--- src/rtl/sudoku_uart_pkg.sv ---
// -----------------------------------------------------------------------------
// sudoku_uart_pkg
// Shared definitions for the sudoku accelerator's UART receive and transmit
// sides: FSM state encodings, frame geometry, the minimum bit divisor and a
// parity helper.
// -----------------------------------------------------------------------------
package sudoku_uart_pkg;

  localparam int DATA_BITS = 8;
  // Smallest usable clocks-per-bit; smaller clk_div values are clamped to it.
  localparam int MIN_DIV   = 2;

  typedef enum logic [2:0] {
    ST_IDLE   = 3'd0,
    ST_START  = 3'd1,
    ST_DATA   = 3'd2,
    ST_PARITY = 3'd3,
    ST_STOP   = 3'd4,
    ST_BREAK  = 3'd5
  } uart_state_e;

  // Parity bit a correct frame carries: even parity when odd=0, odd when odd=1.
  function automatic logic calc_parity(input logic [DATA_BITS-1:0] data,
                                       input logic                 odd);
    return (^data) ^ odd;
  endfunction

endpackage

--- src/rtl/sudoku_uart_rx_if.sv ---
// -----------------------------------------------------------------------------
// sudoku_uart_rx_if
// Consumer-side handshake of the UART receiver.
//   rx_data    head byte of the receive FIFO
//   rx_valid   FIFO non-empty
//   rx_ready   consumer pops the head when rx_valid & rx_ready
//   fifo_level number of bytes held
// master: the receiver. slave: the consumer (accelerator).
// -----------------------------------------------------------------------------
interface sudoku_uart_rx_if
  import sudoku_uart_pkg::*;
#(
  parameter int FIFO_DEPTH = 8
);

  localparam int LEVEL_W = $clog2(FIFO_DEPTH) + 1;

  logic [DATA_BITS-1:0] rx_data;
  logic                 rx_valid;
  logic                 rx_ready;
  logic [LEVEL_W-1:0]   fifo_level;

  modport master (output rx_data, output rx_valid, output fifo_level, input rx_ready);
  modport slave  (input rx_data, input rx_valid, input fifo_level, output rx_ready);

endinterface

--- src/rtl/sudoku_rx_fifo.sv ---
// -----------------------------------------------------------------------------
// sudoku_rx_fifo
// Synchronous show-ahead FIFO: rd_data always presents the head entry.
// A push while full is accepted only if a pop happens in the same cycle;
// a pop while empty is ignored.
// Ports:
//   clk, rst_n          clock, synchronous active-low reset
//   push, push_data     write request and byte
//   pop                 read request (gated internally by empty)
//   rd_data             head entry
//   full, empty, level  occupancy status; level = wr_ptr - rd_ptr
// -----------------------------------------------------------------------------
module sudoku_rx_fifo
  import sudoku_uart_pkg::*;
#(
  parameter int  DEPTH = 8,
  parameter int  WIDTH = DATA_BITS,
  localparam int AW    = $clog2(DEPTH),
  localparam int LVL_W = AW + 1
) (
  input  logic             clk,
  input  logic             rst_n,
  input  logic             push,
  input  logic [WIDTH-1:0] push_data,
  input  logic             pop,
  output logic [WIDTH-1:0] rd_data,
  output logic             full,
  output logic             empty,
  output logic [LVL_W-1:0] level
);

  logic [WIDTH-1:0] mem [DEPTH];
  // Pointers carry one extra MSB so full and empty stay distinguishable.
  logic [LVL_W-1:0] wr_ptr;
  logic [LVL_W-1:0] rd_ptr;
  logic             do_push;
  logic             do_pop;

  assign level   = wr_ptr - rd_ptr;
  assign empty   = (wr_ptr == rd_ptr);
  assign full    = (level == LVL_W'(DEPTH));
  assign do_pop  = pop & ~empty;
  assign do_push = push & (~full | do_pop);
  assign rd_data = mem[rd_ptr[AW-1:0]];

  always_ff @(posedge clk) begin
    // NOTE: non-blocking assignments here so every register samples the
    // pre-edge value of its neighbours, independent of statement order.
    if (!rst_n) begin
      wr_ptr <= '0;
      rd_ptr <= '0;
      // NOTE: the storage is cleared too because the show-ahead head is a
      // visible output that must read 0 out of reset, not X.
      for (int i = 0; i < DEPTH; i++) begin
        mem[i] <= '0;
      end
    end else begin
      if (do_push) begin
        mem[wr_ptr[AW-1:0]] <= push_data;
        wr_ptr              <= wr_ptr + LVL_W'(1);
      end
      if (do_pop) begin
        rd_ptr <= rd_ptr + LVL_W'(1);
      end
    end
  end

endmodule

--- src/rtl/sudoku_uart_rx.sv ---
// -----------------------------------------------------------------------------
// sudoku_uart_rx
// 8N1 UART receive front-end for the sudoku accelerator's serial channel.
// Synchronises ser_rx, times bits with a runtime divisor, validates start and
// stop bits and pushes good bytes into a show-ahead FIFO drained over rx_bus.
// Ports:
//   wb_clk_i     system clock (only clock)
//   wb_rst_n_i   synchronous reset, active low
//   enable       receiver enable; low forces IDLE, FIFO and flags kept
//   clk_div      clocks per bit, values < 2 act as 2, captured per frame
//   ser_rx       raw serial line, idle high
//   rx_bus       master side: rx_data / rx_valid / rx_ready / fifo_level
//   rx_active    FSM not in IDLE
//   frame_err    sticky: stop bit sampled low
//   overrun      sticky: byte dropped because the FIFO was full
//   err_clr      clears the sticky flags (a coincident new error wins)
//   irq          rx_valid | sticky flags
// Optional feature, macro SUDOKU_UART_RX_PARITY_EN: adds a parity bit after
// bit 7, input parity_odd and sticky output parity_err (also in irq). Bytes
// with bad parity are still delivered.
// -----------------------------------------------------------------------------
module sudoku_uart_rx
  import sudoku_uart_pkg::*;
#(
  parameter int FIFO_DEPTH  = 8,
  parameter int DIV_W       = 16,
  parameter int SYNC_STAGES = 2
) (
  input  logic             wb_clk_i,
  input  logic             wb_rst_n_i,
  input  logic             enable,
  input  logic [DIV_W-1:0] clk_div,
  input  logic             ser_rx,
  sudoku_uart_rx_if.master rx_bus,
  output logic             rx_active,
  output logic             frame_err,
  output logic             overrun,
  input  logic             err_clr,
`ifdef SUDOKU_UART_RX_PARITY_EN
  input  logic             parity_odd,
  output logic             parity_err,
`endif
  output logic             irq
);

  localparam int               LEVEL_W  = $clog2(FIFO_DEPTH) + 1;
  localparam int               IDX_W    = $clog2(DATA_BITS);
  localparam logic [DIV_W-1:0] DIV_MIN  = DIV_W'(MIN_DIV);
  localparam logic [DIV_W-1:0] DIV_ONE  = DIV_W'(1);
  localparam logic [IDX_W-1:0] LAST_BIT = IDX_W'(DATA_BITS - 1);

  logic [SYNC_STAGES-1:0] sync_q;
  logic                   line;
  logic                   line_prev_q;
  logic                   line_fall;

  uart_state_e            state_q;
  logic [DIV_W-1:0]       div_eff;
  logic [DIV_W-1:0]       div_q;
  logic [DIV_W-1:0]       cnt_q;
  logic [DATA_BITS-1:0]   shift_q;
  logic [IDX_W-1:0]       bit_idx_q;
  logic                   tick;

  logic                   push;
  logic                   pop_ok;
  logic                   fifo_full;
  logic                   fifo_empty;
  logic [LEVEL_W-1:0]     level;
  logic                   frame_set;
  logic                   overrun_set;

  // ---------------------------------------------------------------------------
  // Line synchroniser, preset to idle-high so reset never looks like a start.
  // ---------------------------------------------------------------------------
  always_ff @(posedge wb_clk_i) begin
    if (!wb_rst_n_i) begin
      sync_q      <= '1;
      line_prev_q <= 1'b1;
    end else begin
      sync_q      <= {sync_q[SYNC_STAGES-2:0], ser_rx};
      line_prev_q <= line;
    end
  end

  assign line      = sync_q[SYNC_STAGES-1];
  assign line_fall = line_prev_q & ~line;
  assign div_eff   = (clk_div < DIV_MIN) ? DIV_MIN : clk_div;
  assign tick      = (cnt_q == '0);

  // ---------------------------------------------------------------------------
  // Receive FSM. The counter counts down to a sample point; after each sample
  // it reloads with div-1 so consecutive samples are exactly div clocks apart.
  // ---------------------------------------------------------------------------
  always_ff @(posedge wb_clk_i) begin
    if (!wb_rst_n_i) begin
      state_q   <= ST_IDLE;
      div_q     <= DIV_MIN;
      cnt_q     <= '0;
      shift_q   <= '0;
      bit_idx_q <= '0;
    end else if (!enable) begin
      state_q <= ST_IDLE;
    end else begin
      unique case (state_q)
        ST_IDLE: begin
          if (line_fall) begin
            state_q <= ST_START;
            div_q   <= div_eff;
            cnt_q   <= div_eff >> 1;
          end
        end
        ST_START: begin
          if (tick) begin
            // A line back high at mid-start is a glitch: drop it silently.
            if (line) begin
              state_q <= ST_IDLE;
            end else begin
              state_q   <= ST_DATA;
              cnt_q     <= div_q - DIV_ONE;
              bit_idx_q <= '0;
            end
          end else begin
            cnt_q <= cnt_q - DIV_ONE;
          end
        end
        ST_DATA: begin
          if (tick) begin
            shift_q   <= {line, shift_q[DATA_BITS-1:1]};
            cnt_q     <= div_q - DIV_ONE;
            bit_idx_q <= bit_idx_q + IDX_W'(1);
            if (bit_idx_q == LAST_BIT) begin
`ifdef SUDOKU_UART_RX_PARITY_EN
              state_q <= ST_PARITY;
`else
              state_q <= ST_STOP;
`endif
            end
          end else begin
            cnt_q <= cnt_q - DIV_ONE;
          end
        end
        ST_PARITY: begin
          if (tick) begin
            state_q <= ST_STOP;
            cnt_q   <= div_q - DIV_ONE;
          end else begin
            cnt_q <= cnt_q - DIV_ONE;
          end
        end
        ST_STOP: begin
          if (tick) begin
            state_q <= line ? ST_IDLE : ST_BREAK;
          end else begin
            cnt_q <= cnt_q - DIV_ONE;
          end
        end
        ST_BREAK: begin
          // Hold here until the line recovers so a stuck-low line reports once.
          if (line) begin
            state_q <= ST_IDLE;
          end
        end
        default: state_q <= ST_IDLE;
      endcase
    end
  end

  assign rx_active = (state_q != ST_IDLE);

  // ---------------------------------------------------------------------------
  // FIFO and error flags
  // ---------------------------------------------------------------------------
  assign push      = enable & (state_q == ST_STOP) & tick & line;
  assign frame_set = enable & (state_q == ST_STOP) & tick & ~line;
  assign pop_ok    = rx_bus.rx_ready & ~fifo_empty;
  // A pop in the same cycle frees the slot, so only push-without-pop is lost.
  assign overrun_set = push & fifo_full & ~pop_ok;

  sudoku_rx_fifo #(
    .DEPTH (FIFO_DEPTH),
    .WIDTH (DATA_BITS)
  ) u_fifo (
    .clk       (wb_clk_i),
    .rst_n     (wb_rst_n_i),
    .push      (push),
    .push_data (shift_q),
    .pop       (rx_bus.rx_ready),
    .rd_data   (rx_bus.rx_data),
    .full      (fifo_full),
    .empty     (fifo_empty),
    .level     (level)
  );

  assign rx_bus.rx_valid   = ~fifo_empty;
  assign rx_bus.fifo_level = level;

`ifdef SUDOKU_UART_RX_PARITY_EN
  logic parity_set;
  assign parity_set = enable & (state_q == ST_PARITY) & tick &
                      (line != calc_parity(shift_q, parity_odd));
`endif

  always_ff @(posedge wb_clk_i) begin
    if (!wb_rst_n_i) begin
      frame_err  <= 1'b0;
      overrun    <= 1'b0;
`ifdef SUDOKU_UART_RX_PARITY_EN
      parity_err <= 1'b0;
`endif
    end else begin
      if (frame_set)        frame_err <= 1'b1;
      else if (err_clr)     frame_err <= 1'b0;
      if (overrun_set)      overrun   <= 1'b1;
      else if (err_clr)     overrun   <= 1'b0;
`ifdef SUDOKU_UART_RX_PARITY_EN
      if (parity_set)       parity_err <= 1'b1;
      else if (err_clr)     parity_err <= 1'b0;
`endif
    end
  end

`ifdef SUDOKU_UART_RX_PARITY_EN
  assign irq = rx_bus.rx_valid | frame_err | overrun | parity_err;
`else
  assign irq = rx_bus.rx_valid | frame_err | overrun;
`endif

endmodule

--- src/flat_wrapper.sv ---
// flat-port wrapper written by rule: the top's interface ports become plain ports
module sudoku_uart_rx_flat import sudoku_uart_pkg::*;
#(
  parameter int FIFO_DEPTH  = 8,
  parameter int DIV_W       = 16,
  parameter int SYNC_STAGES = 2
)
  (wb_clk_i, wb_rst_n_i, enable, clk_div, ser_rx, rx_active, frame_err, overrun, err_clr, irq, rx_bus_rx_data, rx_bus_rx_valid, rx_bus_fifo_level, rx_bus_rx_ready);
  sudoku_uart_rx_if #(.FIFO_DEPTH(FIFO_DEPTH)) rx_bus_i ();
  input  logic wb_clk_i;
  input  logic wb_rst_n_i;
  input  logic enable;
  input  logic [DIV_W-1:0] clk_div;
  input  logic ser_rx;
  output logic rx_active;
  output logic frame_err;
  output logic overrun;
  input  logic err_clr;
  output logic irq;
  output wire logic [$bits(rx_bus_i.rx_data)-1:0] rx_bus_rx_data;
  output wire logic [$bits(rx_bus_i.rx_valid)-1:0] rx_bus_rx_valid;
  output wire logic [$bits(rx_bus_i.fifo_level)-1:0] rx_bus_fifo_level;
  input wire logic [$bits(rx_bus_i.rx_ready)-1:0] rx_bus_rx_ready;
  assign rx_bus_rx_data = rx_bus_i.rx_data;
  assign rx_bus_rx_valid = rx_bus_i.rx_valid;
  assign rx_bus_fifo_level = rx_bus_i.fifo_level;
  assign rx_bus_i.rx_ready = rx_bus_rx_ready;
  sudoku_uart_rx #(.FIFO_DEPTH(FIFO_DEPTH), .DIV_W(DIV_W), .SYNC_STAGES(SYNC_STAGES)) u_core (.wb_clk_i(wb_clk_i), .wb_rst_n_i(wb_rst_n_i), .enable(enable), .clk_div(clk_div), .ser_rx(ser_rx), .rx_bus(rx_bus_i), .rx_active(rx_active), .frame_err(frame_err), .overrun(overrun), .err_clr(err_clr), .irq(irq));
endmodule
--- config.mk ---
export PLATFORM = sky130hd
export DESIGN_NAME = sudoku_uart_rx_flat
export DESIGN_NICKNAME = d
export VERILOG_FILES = /design/src/rtl/sudoku_uart_pkg.sv /design/src/rtl/sudoku_uart_rx_if.sv /design/src/rtl/sudoku_rx_fifo.sv /design/src/rtl/sudoku_uart_rx.sv /design/src/flat_wrapper.sv
export SDC_FILE = /design/constraint.sdc
export NUM_CORES = 1
export LEC_CHECK = 0
export CAP_MARGIN = 15
export CORE_UTILIZATION = 64
export DETAILED_ROUTE_END_ITERATION = 6
export PLACE_DENSITY = 0.85
export SETUP_SLACK_MARGIN = 0.5
export SYNTH_ARGS = -nofsm -noshare
export SYNTH_HDL_FRONTEND = slang
export SYNTH_SLANG_ARGS = --single-unit
--- constraint.sdc ---
create_clock -name wb_clk_i -period 7.35 [get_ports wb_clk_i]
set_clock_uncertainty 0.2 [all_clocks]
set_input_delay 1.8375 -clock wb_clk_i [delete_from_list [all_inputs] [get_ports wb_clk_i]]
set_output_delay 1.8375 -clock wb_clk_i [all_outputs]
set_load 0.03 [all_outputs]
Yosys cells after proc, flatten, opt, wreduce, memory -nomap -nowiden

Memories as Yosys holds them, arrays and structs flattened. A register that Yosys moved wholly into a read port is not among the register bits.
Cells that the tools add are included.

Word-level logic and storage cells: 101
Memory bits (writable): 64
Memories: 1
Input port bits: 22
Output and inout bits: 17
Register bits: 59

Equality and inequality tests: 18
Bitwise logic cells: 16
Mux-type cells: 33
Order comparisons: 1
$add $sub $neg: 6
Reduce and logical (&&, ||, !) cells: 15

Memories:

| name              | words | width | rd ports | clocked after memory_dff | write ports | line                 | source |
|---|---|---|---|---|---|---|---|
| u_core.u_fifo.mem | 8     | 8     | 1        | 1                        | 8           | sudoku_rx_fifo.sv:32 | `logic [WIDTH-1:0] mem [DEPTH];` |

Operator list:

| kind                                                        | count |
|---|---|
| two-way mux 16 bit                                          | 6 |
| one-hot mux 16 bit (4 select lines)                         | 1 |
| two-way mux 3 bit                                           | 14 |
| subtractor 16 x 1 -> 16 bit, second input constant          | 2 |
| one-hot mux 3 bit (6 select lines)                          | 1 |
| logical NOT 16 bit                                          | 1 |
| less-than comparator 16 x 2 -> 1 bit, second input constant | 1 |
| != test 2 x 1 -> 1 bit, second input constant               | 7 |
| AND reduction 5 bit                                         | 2 |
| AND 1 bit                                                   | 9 |
| == test 3 bit, second input constant                        | 3 |
| adder 4 x 1 -> 4 bit, second input constant                 | 2 |
| two-way mux 1 bit                                           | 8 |
| two-way mux 8 bit                                           | 1 |
| OR reduction 8 bit                                          | 1 |
| AND reduction 7 bit                                         | 1 |
| == test 3 x 2 -> 1 bit, second input constant               | 2 |
| one-hot mux 3 bit (2 select lines)                          | 1 |
| AND reduction 3 bit                                         | 2 |
| nonzero test 2 bit                                          | 3 |
| == test 4 bit                                               | 1 |
| == test 4 bit, second input constant                        | 1 |
| != test 2 bit, second input constant                        | 2 |
| inverter 1 bit                                              | 4 |
| other kinds (11)                                            | 13 |

Logic depth before layout (Yosys ltp)

Gate-level depths: netlist (run 1).

Depth after elaboration: 10
Depth in mapped cells: 10
Mapped depth without buffers: 9

Hierarchy

Synthesis (run 1) repeated with hierarchy kept, for this count alone.

Cell total of the unflattened synthesis: 654
Area total of the unflattened synthesis: 6700.2 µm²

Modules (own cells, without submodules):

| module         | cells each | instances | area each (µm²) |
|---|---|---|---|
| sudoku_rx_fifo | 242        | 1         | 3509.6 |
| sudoku_uart_rx | 412        | 1         | 3190.6 |

Least setup slack after synthesis (run 1)

Ideal clock, no wire load.

Path kind: reg-to-output
Start point: reg with a tool-made name
End point: out rx_bus_rx_data[0]
Buffers on the path: 2
Data arrival time: 2121 ps
Setup slack: 3191 ps
Stages on the path, launching flop included: 5
Path through: dfxtp_1 > clkbuf_1 > buf_1 > mux4_2 > mux2_2

RTL lines:

| item      | line               | source |
|---|---|---|
| to (decl) | flat_wrapper.sv:20 | `output wire logic [$bits(rx_bus_i.rx_data)-1:0] rx_bus_rx_data;` |

Final worst setup path (run 1)

Start point: reg u_core.u_fifo.wr_ptr[0]
End point: out irq

Longest elaborated chain between the ends: 4

Ends and longest elaborated chain:

| item                          | line                  | source |
|---|---|---|
| from (decl)                   | sudoku_rx_fifo.sv:34  | `logic [LVL_W-1:0] wr_ptr;` |
| from (signal assigned)        | sudoku_rx_fifo.sv:60  | `wr_ptr <= wr_ptr + LVL_W'(1);` |
| == test 4 bit                 | sudoku_rx_fifo.sv:40  | `assign empty = (wr_ptr == rd_ptr);` |
| inverter 1 bit                | sudoku_uart_rx.sv:195 | `assign rx_bus.rx_valid = ~fifo_empty;` |
| bitwise OR 1 bit (2 in a row) | sudoku_uart_rx.sv:226 | `assign irq = rx_bus.rx_valid \| frame_err \| overrun;` |
| to (decl)                     | flat_wrapper.sv:19    | `output logic irq;` |

No other way between the ends.

==> results.py, run 1 <==
metrics = {
    "global_route": {
        "grt_max_degree": 74,
        "grt_pass1_wl_um": 25600,
        "grt.total_usage": 0.332,
        "gr-total-overflow": 0,
        "antenna_found_initial": 0,
        "grt_pass1_vias": 4744,
    },
    "die": {
        "dieArea_um2": 10600,
        "num_rows": 36,
        "start_util": 0.664,
        "coreArea_um2": 9820,
        "die_w_um": 103,
        "die_y_um": 103,
        "pin_count": 39,
    },
    "timing": {
        "min_period_over_period": 0.690,
        "fin_tns_setup_ns": 0,
        "slew_violations": 0,
        "setup_viol": 0,
        "min_period_ns": 5.07,
        "slew_headroom": 0.414,
        "holdWs_ns": 0.215,
        "grt_setup_unrepaired": "no",
        "finalHoldViolCount": 0,
        "tightest_slew_ns": 0.870,
        "max_freq_ghz": 0.197,
    },
    "synth": {
        "ys_types": 58,
        "synth-seq-cells": 126,
        "synth_ff_type": "edfxtp_1",
        "postSynthCellCount": 624,
        "ys_seq_area_frac": 0.485,
        "async_flop_share": 0,
        "synth_edf_count": 64,
        "synth_fp_nets": 656,
        "synthesis.area_per_instance_um2": 10.5,
        "synth.most_common_cell": "and2_1",
        "yosys_warnings": 0,
        "synthTopCellsByArea": "edfxtp_1 29%, dfxtp_1 19%, and2_1 6.9%, mux4_2 5.5%, xnor2_1 3.1%",
        "synth_top_area_frac": 0.295,
        "synthTopCellsByCount": "72 x and2_1, 64 x edfxtp_1, 62 x dfxtp_1, 47 x nand2_1, 37 x o21ai_0",
        "syn-cell-area_um2": 6520,
        "synth_top_cell_by_area": "edfxtp_1",
    },
    "pwr": {
        "powerDensity_nw_per_um2": 231,
        "leakagePower_nw": 2.66,
        "ir_worst_vdd_v": 0.000161,
    },
    "critical_path": {
        "r2r_cells": 8,
        "critPathMaxFanout": 10,
        "cp_data_arrival_time_ns": 3.03,
        "cp-start-kind": "register",
        "path_class": "register to output port",
        "worst_ep_required_time_ns": 5.31,
        "cp-end-kind": "output port",
    },
    "placed_design": {
        "routabilityCongestion": 1.03,
        "port-buffer-count": 38,
        "dp_hpwl_um": 11000,
    },
    "cts": {
        "holdBufCountCts": 0,
        "cts_inserted_buffers": 17,
        "postCtsSetupBuffers": 0,
        "cts_resized": 0,
        "htreeDepth": 4,
        "cts.clk_slew.worst_paths_ns": 0.06,
        "cts.sink_count": 126,
        "root_buffer": "clkbuf_8",
        "cts_tree": "yes",
        "clk_latency_ns": 0.53,
        "clockBufferDepth": 2,
    },
    "drt": {
        "routed_wl_um": 16400,
        "via_count": 5137,
        "ant_nets": 0,
        "initialDrtViolationCount": 529,
        "post_drt_via_cell_ratio": 6.41,
        "routedWlPerCell_um": 20.4,
        "firstDrtPassIters": 5,
        "drc_errors": 0,
    },
    "run_status": {
        "status": "finished clean",
    },
    "finish": {
        "nets": 687,
        "antenna_cells": 0,
        "drive_above_1_share": 0.105,
        "syn2layout_area_growth_pct": 16.2,
        "final_util": 0.772,
    },
    "hold_path": {
        "min_path_cells": 1,
        "min-delay-path-class": "register to register",
    },
    "flow_run": {
        "cap_violations": 0,
    },
}
-- critical path, stage by stage, from the launching register on --
cell and delay, ns:
dfxtp_1 0.65, inv_1 0.14, ha_1 0.35, nand3_1 0.12, or2_2 0.31, or3_1 0.32, clkdlybuf4s50_1 0.60
-- cell type report --
| type | instances | area (µm²) |
|---|---|---|
| multi-input combinational | 454 | 3200 |
| sequential | 126 | 3160 |
| fill | 671 | 2240 |
| clock buffer | 21 | 449 |
| timing repair buffer | 44 | 440 |
| tap | 133 | 166 |
| clock inverter | 11 | 116 |
| inverter | 12 | 45.0 |
-- where the power goes --
| part | leakage, nW | switching (W) | internal (W) |
|---|---|---|---|
| clock network | 0.275 | 0.000302 | 0.000497 |
| registers | 1.12 | 0.0000172 | 0.000761 |
| logic | 1.26 | 0.000105 | 0.0000669 |
| total | 2.66 | 0.000424 | 0.00132 |
-- registers in the layout (all words and copies together) (netlist names), 2 cells and up, named ones only --
name,count
u_core.bit_idx_q,3
u_core.state_q,3
u_core.sync_q,2
u_core.u_fifo.mem,64
u_core.u_fifo.wr_ptr,4
u_core.u_fifo.rd_ptr,4
u_core.div_q,16
u_core.cnt_q,16
u_core.shift_q,8
-- worst paths after layout --
check                           slack, ns                                  from                               endpoint
worst min register to register       0.21           u_core.sync_q[0]$_SDFF_PN1_            u_core.sync_q[1]$_SDFF_PN1_
worst max register to register       3.40  u_core.u_fifo.wr_ptr[0]$_SDFFE_PN0P_  u_core.u_fifo.mem[3][3]$_SDFFCE_PN0P_
worst min-delay path                 0.21           u_core.sync_q[0]$_SDFF_PN1_            u_core.sync_q[1]$_SDFF_PN1_
worst max-delay path                 2.28  u_core.u_fifo.wr_ptr[0]$_SDFFE_PN0P_                                    irq
-- per-stage QoR --
step / worst slack, ns / total power [W] / cell area (µm²) / std cells
final: 2.28 / 0.00175 / 7580 / 801
after CTS: 2.13 / 0.00175 / 7550 / 799
after global routing: 2.21 / 0.00180 / 7580 / 801
after detailed placement: 2.49 / 0.000957 / 6980 / 767
after global placement: 2.52 / 0.000951 / 6980 / 767
after floorplan: 3.19 / 0.000900 / 6520 / 624
-- placed cells by master, fill, tap and decap left out, types with 5 or more instances in the layout --
master           netlist  layout
a211oi_1               8       8
a21boi_0              14      14
a21oi_1               25      25
and2_1                72      72
buf_4                  0       5
clkbuf_16              0      16
clkdlybuf4s50_1        0      37
dfxtp_1               62      62
edfxtp_1              64      64
ha_1                   9       9
inv_1                 12      12
mux2_2                 8       8
mux2i_1               15      15
mux4_2                16      16
nand2_1               47      47
nand2b_1              18      18
nand3_1               17      17
nand4_1                7       7
nor2_1                25      25
nor2b_1               20      20
nor3_1                17      17
nor4_1                10      10
o21ai_0               37      37
or3_1                  5       5
xnor2_1               23      23
xor2_1                 5       5
-- kinds of logic after synthesis --
| family | share of synthesized area |
|---|---|
| AO/OA/AOI/OAI | 0.110 |
| XOR/XNOR | 0.0376 |
| adder cells (fa/ha/maj) | 0.0203 |
| buffers and inverters | 0.0255 |
| flip-flops | 0.485 |
| multiplexers | 0.0921 |
| AND/OR/NAND/NOR | 0.229 |
-- per-layer routing --
| layer | share of wire | vias up | GRT usage | routed length, µm |
|---|---|---|---|---|
| met2 | 0.47 | 299 | 0.514 | 7680 |
| met4 | 0.027 | 0 | 0.133 | 446 |
| met5 | 0 | - | 0 | 0 |
| li1 | - | 2330 | - | - |
| met1 | 0.39 | 2465 | 0.436 | 6460 |
| met3 | 0.11 | 43 | 0.105 | 1780 |
No activity file was read; power rests on OpenSTA's default activity.
==> run 2: changes to the inputs <==
- CORE_UTILIZATION: 64 -> 54
- PLACE_DENSITY: 0.85 -> 0.76
- clock period: 7.35 -> 4.6 ns (I/O delays scaled with it)
==> results.py, run 2 (synthesis results as in run 1) <==
metrics = {
    "pwr": {
        "p_sw_w": 0.000709,
        "p_sw_frac": 0.250,
        "power.internal_w": 0.00213,
        "pwr-share-seq": 0.437,
        "powerDensity_nw_per_um2": 373,
        "clkPwrFrac": 0.466,
        "ir_worst_vdd_v": 0.000241,
        "leakagePower_nw": 2.68,
        "p_comb_frac": 0.097,
    },
    "critical_path": {
        "path_cells": "mux4_2, mux2_2, clkdlybuf4s50_1",
        "cp-end-kind": "output port",
        "path_class": "register to output port",
        "crit_slowest_cell": "dfxtp_1",
        "cp_data_arrival_time_ns": 2.57,
        "slowest_delay_ns": 0.82,
        "cp-start-kind": "register",
        "critPathMaxFanout": 16,
        "r2r_slack_ns": 1.07,
        "r2r-end": "u_core.u_fifo.mem[1][4]$_SDFFCE_PN0P_",
        "worst_ep_required_time_ns": 3.25,
        "r2r-start": "u_core.u_fifo.rd_ptr[0]$_SDFFE_PN0N_",
        "r2r_cells": 8,
    },
    "timing": {
        "slew_violations": 0,
        "fin_tns_setup_ns": 0,
        "setup_viol": 0,
        "finalHoldViolCount": 0,
        "min_period_ns": 3.92,
        "holdWs_ns": 0.213,
        "slew_headroom": 0.348,
        "max_freq_ghz": 0.255,
        "grt_setup_unrepaired": "no",
        "min_period_over_period": 0.853,
        "tightest_slew_ns": 0.970,
        "setup_slack_ns": 0.675,
    },
    "cts": {
        "cts_resized": 0,
        "cts.clk_slew.worst_paths_ns": 0.06,
        "clk_latency_ns": 0.42,
        "cts_inserted_buffers": 17,
        "root_buffer": "clkbuf_16",
        "clockBufferDepth": 2,
        "cts_tree": "yes",
        "holdBufCountCts": 0,
        "postCtsSetupBuffers": 0,
        "htreeDepth": 4,
        "cts.sink_count": 126,
    },
    "drt": {
        "firstDrtPassIters": 7,
        "routed_wl_um": 15700,
        "post_drt_via_cell_ratio": 6.18,
        "initialDrtViolationCount": 436,
        "routedWlPerCell_um": 19.3,
        "drc_errors": 2,
        "ant_nets": 0,
        "via_count": 5028,
    },
    "finish": {
        "mostFrequentLayoutCells": "72 x and2_1, 64 x edfxtp_1, 62 x dfxtp_1, 47 x nand2_1",
        "fin_area_um2": 7620,
        "top_regs": "u_core.u_fifo.mem x64, u_core.cnt_q x16, u_core.div_q x16",
        "nets": 690,
        "mostFrequentLayoutCell": "and2_1",
        "syn2layout_area_growth_pct": 16.8,
        "antenna_cells": 0,
        "regMostFlops": "u_core.u_fifo.mem",
        "layoutNonFillerInstCount": 814,
        "drive_above_1_share": 0.112,
        "largest_reg_flops": 64,
    },
    "die": {
        "num_rows": 39,
        "start_util": 0.562,
        "die_w_um": 112,
        "die_y_um": 112,
        "coreArea_um2": 11600,
        "dieArea_um2": 12500,
        "pin_count": 39,
    },
    "hold_path": {
        "min-delay-path-class": "register to register",
        "min_path_cells": 1,
        "hp-start": "u_core.sync_q[0]$_SDFF_PN1_",
        "hold_end": "u_core.sync_q[1]$_SDFF_PN1_",
    },
    "flow_run": {
        "cap_violations": 0,
    },
    "placed_design": {
        "dp_hpwl_um": 11000,
        "placed_area_um2": 7030,
        "port-buffer-count": 38,
        "pre_cts_ws_ns": 0.483,
        "dp.cells": 782,
        "routabilityCongestion": 0.873,
    },
    "global_route": {
        "grt.total_usage": 0.270,
        "gr-total-overflow": 0,
        "antenna_found_initial": 0,
        "grt_pass1_vias": 4884,
        "grt_max_degree": 64,
        "grt_pass1_wl_um": 25700,
    },
    "run_status": {
        "violations": "DRC",
        "status": "finished, violations left",
    },
}
[run 2: changes by cell type in the layout (fill, tap and decap cells not counted), sizes merged]
cell | before | now
inv | 12 | 18
buf | 7 | 10
clkbuf | 21 | 18
clkinv | 7 | 5
clkinvlp | 2 | 1
[run 2: how the worst max path moves through the flow]
stage / from / to / slack [ns] / cells past startpoint
3_5_place_dp: enable / u_core.u_fifo.mem[1][6]$_SDFFCE_PN0P_ / 0.48 / 7
4_1_cts: u_core.u_fifo.wr_ptr[1]$_SDFFE_PN0P_ / rx_bus_fifo_level[3] / 0.67 / 7
6_report: register / rx_bus_rx_data[0] / 0.68 / 3
3_3_place_gp: enable / u_core.u_fifo.mem[3][0]$_SDFFCE_PN0P_ / 0.66 / 7
5_1_grt: u_core.u_fifo.wr_ptr[1]$_SDFFE_PN0P_ / rx_bus_fifo_level[3] / 0.58 / 7
2_1_floorplan: u_core.u_fifo.wr_ptr[0]$_SDFFE_PN0P_ / u_core.u_fifo.mem[1][0]$_SDFFCE_PN0P_ / 1.05 / 9
[run 2: power groups by stage]
stage               logic, W  registers [W]  clock network [W]
floorplan           0.000187        0.00125                  0
global placement    0.000261        0.00126                  0
detailed placement  0.000266        0.00126                  0
CTS                 0.000268        0.00124            0.00133
global route        0.000299        0.00124            0.00138
finish              0.000274        0.00124            0.00132
[run 2: metrics by stage]
stage                     power, W   util
after floorplan            0.00144      -
after global placement     0.00152  0.605
after detailed placement   0.00153  0.605
after CTS                  0.00284  0.656
after global routing       0.00293  0.656
final                      0.00284  0.656
[run 2: area by class of cell]
type	instances	area [µm²]
flip-flops and latches	126	3160
well taps	143	179
multi-input cells	454	3200
clock buffers	18	429
repair buffers	47	443
fillers	926	4000
inverters	12	45.0
clock inverters	14	158
[run 2: metal layers]
| layer | vias to the layer above | wire (µm) | global-route usage |
|---|---|---|---|
| met1 | 2428 | 7150 | 0.385 |
| met5 | - | 0 | 0 |
| li1 | 2353 | - | - |
| met4 | 0 | 255 | 0.0991 |
| met2 | 226 | 7220 | 0.409 |
| met3 | 21 | 1110 | 0.0544 |
[run 2: critical path: cells and delay by family (launching register included)]
kind                   cells  cell delay, ns
buffers and inverters      1            0.59
multiplexers               2            0.75
flip-flops                 1            0.82
==> run 3: changes to the inputs <==
- CORE_MARGIN: unset -> 2
- CORE_UTILIZATION: 54 -> 56
- CTS_BUF_LIST: unset -> sky130_fd_sc_hd__clkbuf_4 sky130_fd_sc_hd__clkbuf_8
- PLACE_DENSITY: 0.76 -> 0.79
==> results.py, run 3 (synthesis results as in run 1) <==
metrics = {
    "critical_path": {
        "critPathMaxFanout": 10,
        "path_cells": "inv_1, ha_1, nand3_1, or2_2, or3_1, clkdlybuf4s50_1",
        "path_class": "register to output port",
        "cp-start-kind": "register",
        "cp_data_arrival_time_ns": 2.62,
        "crit_slowest_cell": "clkdlybuf4s50_1",
        "cp-end-kind": "output port",
        "worst_ep_required_time_ns": 3.25,
        "slowest_delay_ns": 0.60,
    },
    "timing": {
        "slew_violations": 0,
        "tightest_slew_ns": 0.849,
        "max_freq_ghz": 0.252,
        "setup_viol": 0,
        "slew_headroom": 0.430,
        "holdWs_ns": 0.216,
        "min_period_ns": 3.97,
        "finalHoldViolCount": 0,
        "fin_tns_setup_ns": 0,
        "setup_slack_ns": 0.628,
        "min_period_over_period": 0.863,
        "grt_setup_unrepaired": "no",
    },
    "finish": {
        "mostFrequentLayoutCells": "72 x and2_1, 64 x edfxtp_1, 60 x dfxtp_1, 47 x nand2_1",
        "nets": 686,
        "final_util": 0.649,
        "drive_above_1_share": 0.109,
        "antenna_cells": 0,
        "mostFrequentLayoutCell": "and2_1",
        "fillers": 926,
        "largest_reg_flops": 64,
        "regMostFlops": "u_core.u_fifo.mem",
        "syn2layout_area_growth_pct": 13.2,
        "top_regs": "u_core.u_fifo.mem x64, u_core.cnt_q x16, u_core.div_q x16",
    },
    "pwr": {
        "p_sw_w": 0.000671,
        "ir_worst_vdd_v": 0.000182,
        "p_sw_frac": 0.275,
        "pwr-share-seq": 0.508,
        "leakagePower_nw": 2.57,
        "powerDensity_nw_per_um2": 331,
        "p_comb_frac": 0.111,
        "total_power_w": 0.00244,
        "power.internal_w": 0.00177,
        "clkPwrFrac": 0.381,
    },
    "placed_design": {
        "dp_hpwl_um": 11200,
        "routabilityCongestion": 0.861,
        "pre_cts_ws_ns": 0.465,
        "port-buffer-count": 38,
    },
    "global_route": {
        "grt_pass1_wl_um": 25200,
        "grt_util_met3": 0.0664,
        "antenna_found_initial": 0,
        "top_usage_layer": "met2",
        "grt.total_usage": 0.262,
        "use_met2": 0.410,
        "grt_max_degree": 72,
        "use_met1": 0.363,
        "grt_pass1_vias": 4730,
        "gr-total-overflow": 0,
    },
    "die": {
        "coreArea_um2": 11400,
        "pin_count": 39,
        "start_util": 0.574,
        "die_w_um": 112,
        "num_rows": 39,
        "dieArea_um2": 12500,
        "die_y_um": 112,
    },
    "drt": {
        "initialDrtViolationCount": 537,
        "drc_errors": 0,
        "routed_wl_um": 15900,
        "via_count": 4998,
        "ant_nets": 0,
        "routedWlPerCell_um": 19.7,
        "firstDrtPassIters": 5,
        "post_drt_via_cell_ratio": 6.17,
    },
    "run_status": {
        "status": "finished clean",
    },
    "cts": {
        "cts_inserted_buffers": 17,
        "root_buffer": "clkbuf_8",
        "htreeDepth": 4,
        "clk_latency_ns": 0.45,
        "clockBufferDepth": 2,
        "postCtsSetupBuffers": 0,
        "cts_tree": "yes",
        "cts.sink_count": 126,
        "holdBufCountCts": 0,
        "cts.clk_slew.worst_paths_ns": 0.08,
    },
    "flow_run": {
        "cap_violations": 0,
    },
    "hold_path": {
        "min-delay-path-class": "register to register",
    },
}
-- run 3: final timing paths --
| check | slack, ns | startpoint | depth (start not counted) | end |
|---|---|---|---|---|
| max | 0.63 | u_core.u_fifo.wr_ptr[0]$_SDFFE_PN0P_ | 6 | irq |
| min | 0.22 | u_core.sync_q[0]$_SDFF_PN1_ | 1 | u_core.sync_q[1]$_SDFF_PN1_ |
| max reg2reg | 0.93 | u_core.u_fifo.wr_ptr[0]$_SDFFE_PN0P_ | 8 | u_core.u_fifo.mem[3][6]$_SDFFCE_PN0P_ |
| min reg2reg | 0.22 | u_core.sync_q[0]$_SDFF_PN1_ | 1 | u_core.sync_q[1]$_SDFF_PN1_ |
-- run 3: power groups by stage --
stage	sequential, W	clock [W]	combinational [W]
after detailed placement	0.00126	0	0.000265
after global placement	0.00126	0	0.000259
after CTS	0.00124	0.000938	0.000267
after floorplan	0.00125	0	0.000187
final	0.00124	0.000930	0.000272
after global routing	0.00124	0.000990	0.000294
-- run 3: final cells by class --
type / count / area, µm² / area share
sequential: 126 / 3170 / 0.429
clock buffer: 18 / 248 / 0.0336
multi-input combinational: 454 / 3200 / 0.434
clock inverter: 14 / 131 / 0.0178
inverter: 12 / 45.0 / 0.00610
timing repair buffer: 43 / 413 / 0.0559
tap: 143 / 179 / 0.0242
-- run 3: stage by stage --
step | cell area, µm² | cells
floorplan | 6520 | 624
global placement | 7000 | 778
detailed placement | 7000 | 778
CTS | 7380 | 810
global route | 7380 | 810
finish | 7380 | 810
-- run 3: worst max-delay path, delay by kind of cell, from the launching register on --
family / cells / cell delay (ns)
AND/OR/NAND/NOR: 3 / 0.70
buffers and inverters: 2 / 0.68
adder cells (fa/ha/maj): 1 / 0.30
flip-flops: 1 / 0.49
-- run 3: layer usage --
layer / vias up / routed length, µm
met5: - / 0
met4: 0 / 328
met3: 38 / 1300
met2: 234 / 7370
met1: 2389 / 6920
li1: 2337 / -
-- run 3: timing repair --
item | CTS | global route
endpoints found under the setup margin | 1 | 1
gates resized for setup | 1 | 1
hold endpoints to repair | 0 | 0
